`src/rtl/dco_dither_therm.sv`:
```
// DCO varactor driver: sigma-delta dither of the fractional tuning word
// (1st order or MASH 1-1), saturated integer code plus thermometer decode.
module dco_dither_therm #(
    parameter int INT_W = 6,
    parameter int FRAC_W = 5,
    localparam int THERM_W = 2**INT_W - 1
) (
    input  logic                    clk,
    input  logic                    rst,
    input  logic                    en,
    input  logic                    sd_order,
    input  logic                    tune_valid,
    input  logic [INT_W+FRAC_W-1:0] tune_i,
    output logic [INT_W-1:0]        code_o,
    output logic [THERM_W-1:0]      therm_o,
    output logic                    sat_o
);

    logic [INT_W+FRAC_W-1:0] tune_q;
    logic [FRAC_W-1:0]       acc1, acc2;
    logic                    c2_d, sd_order_q;

    logic [INT_W-1:0]        int_p;
    logic [FRAC_W-1:0]       frac;
    logic [FRAC_W:0]         acc1n, acc2n;
    logic                    c1, c2, order_chg;
    logic signed [2:0]       d;
    logic signed [INT_W+1:0] s;

    logic [FRAC_W-1:0]       acc1_nx, acc2_nx;
    logic                    c2_d_nx, sat_nx;
    logic [INT_W-1:0]        code_nx;
    logic [THERM_W-1:0]      therm_nx;

    assign int_p = tune_q[INT_W+FRAC_W-1:FRAC_W];
    assign frac  = tune_q[FRAC_W-1:0];

    always_comb begin
        acc1n     = {1'b0, acc1} + {1'b0, frac};
        c1        = acc1n[FRAC_W];
        acc2n     = {1'b0, acc2} + {1'b0, acc1n[FRAC_W-1:0]};
        c2        = acc2n[FRAC_W];
        order_chg = (sd_order != sd_order_q);

        d       = '0;
        acc1_nx = '0;
        acc2_nx = '0;
        c2_d_nx = 1'b0;

        // A mode switch restarts the modulator from a clean state.
        if (!order_chg) begin
            acc1_nx = acc1n[FRAC_W-1:0];
            if (sd_order_q) begin
                acc2_nx = acc2n[FRAC_W-1:0];
                c2_d_nx = c2;
                d = $signed({2'b00, c1}) + $signed({2'b00, c2})
                  - $signed({2'b00, c2_d});
            end else begin
                d = $signed({2'b00, c1});
            end
        end

        s = $signed({2'b00, int_p}) + $signed({{(INT_W-1){d[2]}}, d});

        code_nx = s[INT_W-1:0];
        sat_nx  = 1'b0;
        if (s[INT_W+1]) begin
            code_nx = '0;
            sat_nx  = 1'b1;
        end else if (s[INT_W]) begin
            code_nx = '1;
            sat_nx  = 1'b1;
        end

        therm_nx = '0;
        for (int i = 0; i < THERM_W; i++) begin
            therm_nx[i] = (int'(code_nx) > i);
        end
    end

    always_ff @(posedge clk or posedge rst) begin
        if (rst) begin
            tune_q     <= '0;
            acc1       <= '0;
            acc2       <= '0;
            c2_d       <= 1'b0;
            sd_order_q <= 1'b0;
            code_o     <= '0;
            therm_o    <= '0;
            sat_o      <= 1'b0;
        end else if (en) begin
            if (tune_valid) begin
                tune_q <= tune_i;
            end
            sd_order_q <= sd_order;
            acc1       <= acc1_nx;
            acc2       <= acc2_nx;
            c2_d       <= c2_d_nx;
            code_o     <= code_nx;
            therm_o    <= therm_nx;
            sat_o      <= sat_nx;
        end
    end

endmodule

```
`config.mk`:
```
export PLATFORM = sky130hd
export DESIGN_NAME = dco_dither_therm
export DESIGN_NICKNAME = d
export VERILOG_FILES = /design/src/rtl/dco_dither_therm.sv
export SDC_FILE = /design/constraint.sdc
export NUM_CORES = 1
export LEC_CHECK = 0
export CAP_MARGIN = 20
export CORE_MARGIN = 5
export CORE_UTILIZATION = 53
export DETAILED_ROUTE_END_ITERATION = 8
export PLACE_DENSITY = 0.81
export SLEW_MARGIN = 20
export SYNTH_ARGS = -nofsm -noshare
export SYNTH_HDL_FRONTEND = slang
export SYNTH_SLANG_ARGS = --single-unit
```
`constraint.sdc`:
```
create_clock -name clk -period 6.4 [get_ports clk]
set_input_delay 1.28 -clock clk [delete_from_list [all_inputs] [get_ports clk]]
set_output_delay 1.28 -clock clk [all_outputs]
set_load 0.01 [all_outputs]
```
* Word level (Yosys, flattened, before mapping) *
Index checks and enable logic that the tools add are counted.
W data, S select, Z words.

word-level totals
  register bits = 93
  input bits = 16
  output and inout port bits = 70
  word-level logic and storage cells = 89

cells by class
  add/sub/neg operators = 5
  order comparisons = 63
  equal/unequal tests = 1
  mux-type cells = 11
  reduce and logical (&&, ||, !) cells = 1

operators with widths
  kind                  count
  $gt A6 B6 Y1 const B  31
  $gt A6 B5 Y1 const B  16
  $gt A6 B4 Y1 const B  8
  $gt A6 B3 Y1 const B  4
  $mux W5               3
  $add A5 B5 Y6         2
  $gt A6 B1 Y1 const B  2
  $gt A6 B2 Y1 const B  2
  $mux W6               2
  $add A7 B3 Y8         1
  $mux W3               2
  $mux W1               4
  $sub A2 B1 Y3         1
  $add A1 B1 Y2         1
  $reduce_and A2 Y1     1
  $ne A1 B1 Y1          1

* Depth between registers and ports, before layout *
Gate-level depths: netlist (run 1).

  depth after elaboration = 10
  depth in mapped cells = 26
  mapped depth without buffers = 23

* Least setup slack after synthesis (run 1) *
OpenSTA, ideal clock, no wires.

  kind = reg2reg
  from = register tune_q[0]
  to = register therm_o[38]
  arrival time = 4.636 ns
  slack = 1.639 ns
  stages on the path, launching flop included = 24
  buffers on the path = 1
  period minus slack after synthesis = 4.761 ns
  cell sequence = dfrtp_1 ha_1 fa_1 ha_1 a21o_1 a21oi_1 o21bai_1 a21oi_1 ha_1 inv_1 ha_1 inv_1 ha_1 nand3_4 inv_2 ha_1 clkbuf_2 o211ai_1 o21ai_1 xnor2_2 nand2b_1 or3_1 a211oi_1 o2bb2ai_1

on the way
  cells in the longest elaborated chain, start to end = 10

RTL lines
  element                 RTL line  source
  start, declared         19        logic [INT_W+FRAC_W-1:0] tune_q;
  start signal, assigned  93        tune_q <= tune_i;
  $add A5 B5 Y6 *         39        acc1n = {1'b0, acc1} + {1'b0, frac};
  $add A5 B5 Y6           41        acc2n = {1'b0, acc2} + {1'b0, acc1n[FRAC_W-1:0]};
  $add A1 B1 Y2           56        d = $signed({2'b00, c1}) + $signed({2'b00, c2})
  $sub A2 B1 Y3           57        - $signed({2'b00, c2_d});
  $mux W3 *               53        if (sd_order_q) begin
  $mux W3 *               51        if (!order_chg) begin
  $add A7 B3 Y8 *         63        s = $signed({2'b00, int_p}) + $signed({{(INT_W-1){d[2]}}, d});
  $mux W6                 70        end else if (s[INT_W]) begin
  $mux W6 *               67        if (s[INT_W+1]) begin
  $gt A6 B6 Y1 *          77        therm_nx[i] = (int'(code_nx) > i);
  end signal, assigned    100       therm_o <= therm_nx;
  end, declared           15        output logic [THERM_W-1:0] therm_o,

Mark *: on every way between the ends. The rest lies on a longest branch, timed or not.
A chain may end at the register's enable or synchronous reset.

* Worst setup path in the final report (run 1) *
  from = register tune_q[0]
  to = register therm_o[50]

The elaborated chain is that of the path after synthesis.

==> results of run 1 <==
==> worst paths after layout <==
kind,to,slack (ns),cells after the start
max,therm_o[50]$_DFFE_PP0P_,0.64,23
max in group asynchronous,therm_o[49]$_DFFE_PP0P_,3.98,3
min,therm_o[31]$_DFFE_PP0P_,0.49,1
min in group asynchronous,tune_q[1]$_DFFE_PP0P_,1.30,2
max reg2reg,therm_o[50]$_DFFE_PP0P_,0.64,23
min reg2reg,therm_o[31]$_DFFE_PP0P_,0.49,1
==> synth_stat cells, types with 7 or more instances <==
library cell	instances
a21o_1	10
a21oi_1	36
clkbuf_1	13
dfrtp_1	93
ha_1	20
inv_1	29
mux2_2	17
nand2_1	30
nand3_1	17
nor2_1	38
o21ai_0	30
o2bb2ai_1	28
or3_1	7
xnor2_1	7
==> layer usage <==
layer / share of wire / up-vias / wire (µm) / GRT usage
met4: 0.026 / 0 / 319 / 0.0822
li1: - / 1824 / - / -
met5: 0 / - / 0 / 0
met1: 0.44 / 1947 / 5430 / 0.330
met3: 0.065 / 38 / 800 / 0.0339
met2: 0.47 / 163 / 5760 / 0.351
==> flip-flops by register name, indices dropped and copies added (netlist names) <==
| register | cells |
|---|---|
| therm_o | 63 |
| tune_q | 11 |
| code_o | 6 |
| acc1 | 5 |
| acc2 | 5 |
| c2_d | 1 |
| sat_o | 1 |
| sd_order_q | 1 |
==> stage by stage <==
step	std cells	setup WS, ns	total power [W]	utilization	hold WS [ns]
after floorplan	471	1.64	0.00159	-	0.446
after global placement	642	0.851	0.00208	0.647	0.458
after detailed placement	642	0.804	0.00211	0.647	0.468
after CTS	658	0.711	0.00251	0.670	0.488
after global routing	658	0.335	0.00268	0.670	0.511
final	658	0.640	0.00251	0.670	0.487
==> where the power goes <==
group	total [W]	leakage (nW)	internal (W)	switching, W
Sequential	0.000896	1.11	0.000774	0.000122
Clock	0.000396	0.0931	0.000184	0.000213
Combinational	0.00122	1.33	0.000566	0.000650
Total	0.00251	2.54	0.00152	0.000985
==> cell type report <==
| class | instances | area share |
|---|---|---|
| Tap cell | 108 | 0.0230 |
| Timing Repair Buffer | 90 | 0.151 |
| Multi-Input combinational cell | 320 | 0.376 |
| Inverter | 31 | 0.0200 |
| Sequential cell | 93 | 0.397 |
| Clock buffer | 10 | 0.0217 |
| Clock inverter | 6 | 0.0122 |
==> logic make-up after synthesis <==
logic type	count (synthesis)
xor+xnor	14
flops	93
buf+inv	58
mux	17
simple gates	127
fa+ha+maj	23
compound gates	139
==> worst max-delay path, stage by stage, from the launching register on <==
cell and delay, ns:
dfrtp_1 0.39, ha_1 0.23, fa_1 0.41, xor2_1 0.24, ha_1 0.30, a21oi_1 0.21
o21bai_1 0.08, a21oi_1 0.20, ha_1 0.26, inv_1 0.05, ha_1 0.13, inv_1 0.04
ha_1 0.20, nand3_4 0.15, inv_2 0.10, ha_1 0.37, a21oi_1 0.29, o21ai_0 0.17
a211oi_2 0.31, nand2_1 0.30, buf_4 0.29, or3_1 0.46, nor4_1 0.32, o2bb2ai_1 0.11
==> flow_summary.yaml, run 1 <==
setup_path:
  cp_data_arrival_time_ns: 5.99
  end_kind: "flip-flop"
  cp-startpoint: "tune_q[0]$_DFFE_PP0P_"
  worst_setup_path_start_kind: "flip-flop"
  r2r-start: "tune_q[0]$_DFFE_PP0P_"
  crit_fanout: 13
  cp.required_ns: 6.63
  criticalPathCategory: "reg2reg"
route:
  drtIter0Drc: 324
  vias: 3972
  ant_nets: 0
  routedWlPerCell_um: 18.7
  drc: 0
  wl_um: 12300
  firstDrtPassIters: 5
  viasPerCell: 6.04
cts:
  cts_buffers: 9
  path_clk_slew_ns: 0.10
  ctsLongestPathBuffers: 2
  worstSkewPairLatency_ns: 0.36
  clock_sinks: 93
  cts_root_buf: "clkbuf_8"
  htree_levels: 3
  holdBufCountCts: 0
  cts_setup_buffers: 0
  cts.repair.resized: 0
  cts_tree: "done"
die:
  fp.dieW_um: 105
  start_util: 0.545
  top_level_ports: 86
  fp.dieArea_um2: 11000
  die-height_um: 105
  coreArea_um2: 8760
  rows: 34
layout:
  drive_gt1_frac: 0.100
  n_fill_cell: 677
  final_common_cell: "dfrtp_1"
  syn_to_final_growth_pct: 22.9
  multi_input_area_um2: 2210
  nets: 584
  layout_common_cells: "dfrtp_1, clkdlybuf4s50_1, nor2_1"
  regArea_um2: 2330
  fin_area_um2: 5870
  antenna_cells: 0
power_and_ir_drop:
  p_leak_nw: 2.54
  worst_ir_drop_vdd_v: 0.000232
  powerDensity_nw_per_um2: 428
global_routing:
  grt_pass1_vias: 3954
  grt_pass1_wl_um: 20600
  grt-ovfl-total: 0
  grt_max_degree: 72
  grtUsageTotal: 0.228
  antenna_found_initial: 0
logic_synthesis:
  synth_area_leaders: "dfrtp_1, ha_1, o2bb2ai_1"
  yosys_warnings: 0
  yosysSeqAreaShare: 0.488
  synth_edf_count: 0
  syn_avg_cell_area_um2: 10.1
  synth_xor_area_frac: 0.0288
  ys_types: 55
  synth_adder_area_share: 0.0650
  synth_top_cell_by_area: "dfrtp_1"
  async_flop_share: 1.00
  synthSimpleGateAreaFrac: 0.131
  ys.flop_type: "dfrtp_1"
  ys_ff_latch: 93
  synthMuxAreaShare: 0.0401
  syn_inst: 471
  syn_nets: 510
  synth_top_area_share: 0.488
  synth_compound_area_frac: 0.197
  synth_area_um2: 4770
  synth_top_family_by_area: "compound AO/OA/AOI/OAI gates"
timing:
  skew_ns: 0.0125
  period_share: 0.900
  max_slew_margin: 0.453
  finalHoldViolCount: 0
  setup_violations: 0
  fmax_mhz: 174
  slew_viol_final: 0
  tightest_slew_ns: 0.816
  fin_tns_setup_ns: 0
  rsz0062_at_grt: "no"
  min_period_ns: 5.76
placement:
  placed_cell_area_um2: 5670
  place.gp.congestion: 0.895
  dp_hpwl_um: 8860
  port_buffers: 85
flow_run:
  drv_cap: 0
worst_hold_path:
  hp-class: "reg2reg"
  hold_start: "therm_o[31]$_DFFE_PP0P_"
outcome:
  status: "finished, final reports clean"
Note: power is estimated with default switching activity, not from simulation.
==> run 2, diff against run 1 <==
--- a/config.mk
+++ b/config.mk
@@ -8,6 +8,8 @@
 export CAP_MARGIN = 20
 export CORE_MARGIN = 5
 export CORE_UTILIZATION = 53
+export CTS_BUF_LIST = sky130_fd_sc_hd__clkbuf_8 sky130_fd_sc_hd__clkbuf_16
+export CTS_CLUSTER_SIZE = 30
 export DETAILED_ROUTE_END_ITERATION = 8
 export PLACE_DENSITY = 0.81
 export SLEW_MARGIN = 20
==> run 2 against run 1 <==
Against the previous run: clock power about the same; clock skew hardly changed; non-clock buffer count unchanged; critical endpoint unchanged; largest power group unchanged; critical path depth stayed put; maximum frequency is essentially flat; clock-buffer cell count down 1; wire length rose by 0.22%; global-route usage unchanged; die area is the same; largest cell class unchanged; power is essentially flat; utilization stayed put.
==> flow_summary.yaml, run 2 (same netlist as run 1, synthesis figures left out) <==
power_and_ir_drop:
  powerDensity_nw_per_um2: 428
  worst_ir_drop_vdd_v: 0.000232
  p_leak_nw: 2.54
die:
  rows: 34
  start_util: 0.545
  fp.dieW_um: 105
  top_level_ports: 86
  coreArea_um2: 8760
  die-height_um: 105
  fp.dieArea_um2: 11000
global_routing:
  grt-ovfl-total: 0
  grt_pass1_vias: 3954
  grt_max_degree: 72
  antenna_found_initial: 0
  use_met1: 0.330
  grtUsageMet3: 0.0339
  grtUsageTotal: 0.228
  grtUsageMet2: 0.351
  grt_busiest_layer: "met2"
  grt_pass1_wl_um: 20600
setup_path:
  r2r_cells: 23
  r2r-start: "tune_q[0]$_DFFE_PP0P_"
  crit_path_cell_trace: "ha_1 > fa_1 > xor2_1 > ha_1 > a21oi_1 > o21bai_1 > a21oi_1 > ha_1 > inv_1 > ha_1 > inv_1 > ha_1 > nand3_4 > inv_2 > ha_1 > a21oi_1 > o21ai_0 > a211oi_2 > nand2_1 > buf_4 > or3_1 > nor4_1 > o2bb2ai_1"
  criticalPathCategory: "reg2reg"
  crit_buf_inv: 4
  cp_slowest_cell: "or3_1"
  cpPeakStageDelay_ns: 0.47
  rr_endpoint: "therm_o[50]$_DFFE_PP0P_"
  r2r_setup_slack_ns: 0.64
  crit_fanout: 13
  crit_path_frequent_cell: "ha_1"
  cp.depth: 23
  crit_end: "therm_o[50]$_DFFE_PP0P_"
  cp.required_ns: 6.64
  cp_data_arrival_time_ns: 6.00
  cp-startpoint: "tune_q[0]$_DFFE_PP0P_"
  worst_setup_path_start_kind: "flip-flop"
  crit_family: "adder cells"
  end_kind: "flip-flop"
timing:
  fin_tns_setup_ns: 0
  setup_violations: 0
  rsz0062_at_grt: "no"
  hold_ws_ns: 0.487
  finalHoldViolCount: 0
  slew_viol_final: 0
  min_period_ns: 5.76
  period_share: 0.900
  tightest_slew_ns: 0.839
  fmax_mhz: 174
  skew_ns: 0.0127
  max_slew_margin: 0.438
cts:
  holdBufCountCts: 0
  worstSkewPairLatency_ns: 0.37
  cts_tree: "done"
  cts_root_buf: "clkbuf_8"
  path_clk_slew_ns: 0.10
  cts_setup_buffers: 0
  htree_levels: 3
  ctsLongestPathBuffers: 2
  clock_sinks: 93
  cts_buffers: 9
  cts.repair.resized: 0
route:
  ant_nets: 0
  drtIter0Drc: 324
  viasPerCell: 6.03
  firstDrtPassIters: 6
  wl_um: 12300
  drc: 0
  routedWlPerCell_um: 18.8
  vias: 3970
placement:
  place.gp.congestion: 0.895
  port_buffers: 85
  dp_hpwl_um: 8860
layout:
  top_regs: "therm_o: 63 flops, tune_q: 11 flops, code_o: 6 flops"
  largest_register_ff_count: 63
  n_fill_cell: 677
  antenna_cells: 0
  top_register: "therm_o"
  nets: 584
  layout_common_cells: "dfrtp_1, clkdlybuf4s50_1, nor2_1"
  drive_gt1_frac: 0.100
  syn_to_final_growth_pct: 22.9
  final_common_cell: "dfrtp_1"
worst_hold_path:
  hold_start: "therm_o[31]$_DFFE_PP0P_"
  hp-class: "reg2reg"
flow_run:
  drv_cap: 0
outcome:
  status: "finished, final reports clean"
==> run 2: worst min-delay path by stage <==
stage,to,cells past startpoint
floorplan,acc1[3]$_DFFE_PP0P_,2
global placement,acc1[4]$_DFFE_PP0P_,2
detailed placement,therm_o[31]$_DFFE_PP0P_,1
CTS,therm_o[31]$_DFFE_PP0P_,1
global route,therm_o[31]$_DFFE_PP0P_,1
finish,therm_o[31]$_DFFE_PP0P_,1
==> run 2: per-stage QoR <==
step	worst slack, ns	total power [W]	instances	instance area (µm²)	util
floorplan	1.64	0.00159	471	4770	-
global placement	0.851	0.00208	642	5670	0.647
detailed placement	0.804	0.00211	642	5670	0.647
CTS	0.711	0.00251	658	5870	0.670
global route	0.335	0.00267	658	5870	0.670
finish	0.642	0.00251	658	5870	0.670
==> run 2: final cells by class <==
| type | count | area [µm²] | area share |
|---|---|---|---|
| clock inverter | 7 | 75.1 | 0.0128 |
| inverter | 31 | 118 | 0.0200 |
| multi-input combinational | 320 | 2210 | 0.376 |
| clock buffer | 9 | 124 | 0.0211 |
| tap | 108 | 135 | 0.0230 |
| sequential | 93 | 2330 | 0.397 |
| timing repair buffer | 90 | 883 | 0.151 |
==> run 2: routing by layer <==
metal,vias up,share of wire
met5,-,0
met4,0,0.025
met3,30,0.067
met2,184,0.47
met1,1935,0.44
li1,1821,-
==> run 2: power breakdown <==
group	switching (W)	internal, W	leakage (nW)
registers	0.000122	0.000774	1.11
clock network	0.000216	0.000182	0.0972
logic	0.000651	0.000566	1.33
total	0.000988	0.00152	2.54
==> variant (config.mk and constraints of run 1) <==
Make the reset (`rst`) synchronous in one clocked block.
--- a/src/rtl/dco_dither_therm.sv
+++ b/src/rtl/dco_dither_therm.sv
@@ -78,7 +78,7 @@
         end
     end
 
-    always_ff @(posedge clk or posedge rst) begin
+    always_ff @(posedge clk) begin
         if (rst) begin
             tune_q     <= '0;
             acc1       <= '0;
Behaviour: differs if rst is asserted again (counterexample within 4 cycles, from zero or initial values and one cycle with rst high); with rst held inactive, the same outputs for 4 cycles.
==> variant against run 1 <==
  * Design area is 2.0% higher
  * Sequential cell count stayed put
  * Worst setup slack worse by 0.27 ns
  * Maximum frequency is 4.5% lower
  * Wire length is 13% higher
  * Area after synthesis is 3.9% higher
  * Sequential share of layout area is 8.6 points lower
  * Count of clock-buffer cells in the layout stayed put
Power is not compared: it rests on default switching activity, and its combinational part moved more than twofold at a synthesized area within 25%.
==> variant: results (changes against run 1) <==
stage,metric,value,unit,change
status,outcome,completed,,
synthesis,Synth Instances,571,,+21%
final_layout,layout inverter count without the clock tree,17,,-45%
final_layout,Fillers,788,,+16%
synthesis,Synth Area in Compound Gates,27.13,%,+7.4 points
detailed_routing,wire length on met1,6037,um,+11%
setup_path,"critical path fanouts, max",15,,+2
detailed_routing,DR WL met3,749,um,-6.4%
detailed_routing,final WL,13960,um,+13%
timing,Clock Skews,0.01349,ns,+0.0009919 ns
final_layout,area of the multi-input gates,2840,sq um,+29%
placed_design,gp weighted congestion,0.9372,,+4.7%
final_layout,fraction of cell area in non-clock buffers,14.54,%,-0.51 points
synthesis,"top cells by area, synth","dfxtp_1 38%, a21oi_1 5.1%, ha_1 5.0%, nand2_1 4.3%, nand2b_1 4.0%",,
detailed_routing,Iter 0 DRT Violations,260,,-20%
final_layout,clk tree area frac,3.552,%,+0.16 points
synthesis,most frequent cells after synthesis,"93 x dfxtp_1, 57 x nand2_1, 51 x a21oi_1, 43 x nor2_1, 32 x nand2b_1",,
grt,Global Route Usage Sum,24.78,%,+2.0 points
grt,largest net degree at the start of global routing,73,,+1.4%
grt,M1 GR Usage,31.50,%,-1.5 points
setup_path,Top delay family on crit path,compound AO/OA/AOI/OAI gates,,
final_layout,Storage cell area,1862,sq um,-20%
placed_design,post-DP HPWL,10140,um,+15%
synthesis,Post-Synth Adder-Cell Area,6.258,%,-0.24 points
synthesis,syn nets,610,,+20%
placed_design,DP Area,5776,sq um,+1.9%
synthesis,Post-Syn Area,4959,sq um,+3.9%
synthesis,Cell variety after synth,84,,+53%
final_layout,Final #Nets,670,,+15%
grt,M2 GR Usage,42.45,%,+7.4 points
placed_design,Inst Count DP,731,,+14%
detailed_routing,metal2 WL,6850,um,+19%
detailed_routing,routed via count,4557,,+15%
timing,Max-slew headroom,42.98,%,-2.4 points
grt,vias in the first global route,4438,,+12%
power,Leak,2.269,nW,
grt,global-route met3 utilization,3.913,%,+0.52 points
setup_path,CP max stage delay,0.64,ns,+0.18 ns
worst_hold_path,Hold Crit Class,reg2reg,,
synthesis,Synth Area in XOR/XNOR,1.741,%,-1.1 points
placed_design,Place WS,0.4352,ns,-0.3690 ns
grt,first-pass GRT wire length,22800,um,+11%
setup_path,Worst EP arrival,6.30,ns,+0.31 ns
final_layout,multi-input gates,421,,+32%
synthesis,Synth async-reset ratio,0,%,-100 points
final_layout,ratio of cells with drive above 1 in the final layout,8.962,%,-1.0 points
detailed_routing,vias per inst,6.100,,+1.1%
synthesis,post-synthesis mux area share,0.4037,%,-3.6 points
synthesis,post-synthesis sequential area ratio,37.55,%,-11 points
==> variant: cell types whose count changed in the layout (fill, tap and decap cells not counted), sizes merged, moves of 10 or more <==
| cell | run 1 | this run |
|---|---|---|
| a21oi | 36 | 55 |
| nand2 | 30 | 58 |
| inv | 30 | 20 |
| mux2 | 17 | 0 |
| dfrtp | 93 | 0 |
| nand2b | 5 | 33 |
| a211oi | 3 | 16 |
| o2bb2ai | 28 | 2 |
| dfxtp | 0 | 93 |
==> variant: path summary, 6_finish.rpt <==
| kind | slack, ns | endpoint | cells past startpoint | start |
|---|---|---|---|---|
| max | 0.37 | therm_o[22] | 21 | tune_q[0] |
| min | 0.45 | therm_o[1] | 2 | therm_o[1] |
| max reg2reg | 0.37 | therm_o[22] | 21 | tune_q[0] |
| min reg2reg | 0.45 | therm_o[1] | 2 | therm_o[1] |
==> variant: power breakdown <==
part	internal, mW	switching, mW
Sequential	0.591	0.00820
Combinational	0.0544	0.0806
Clock	0.198	0.232
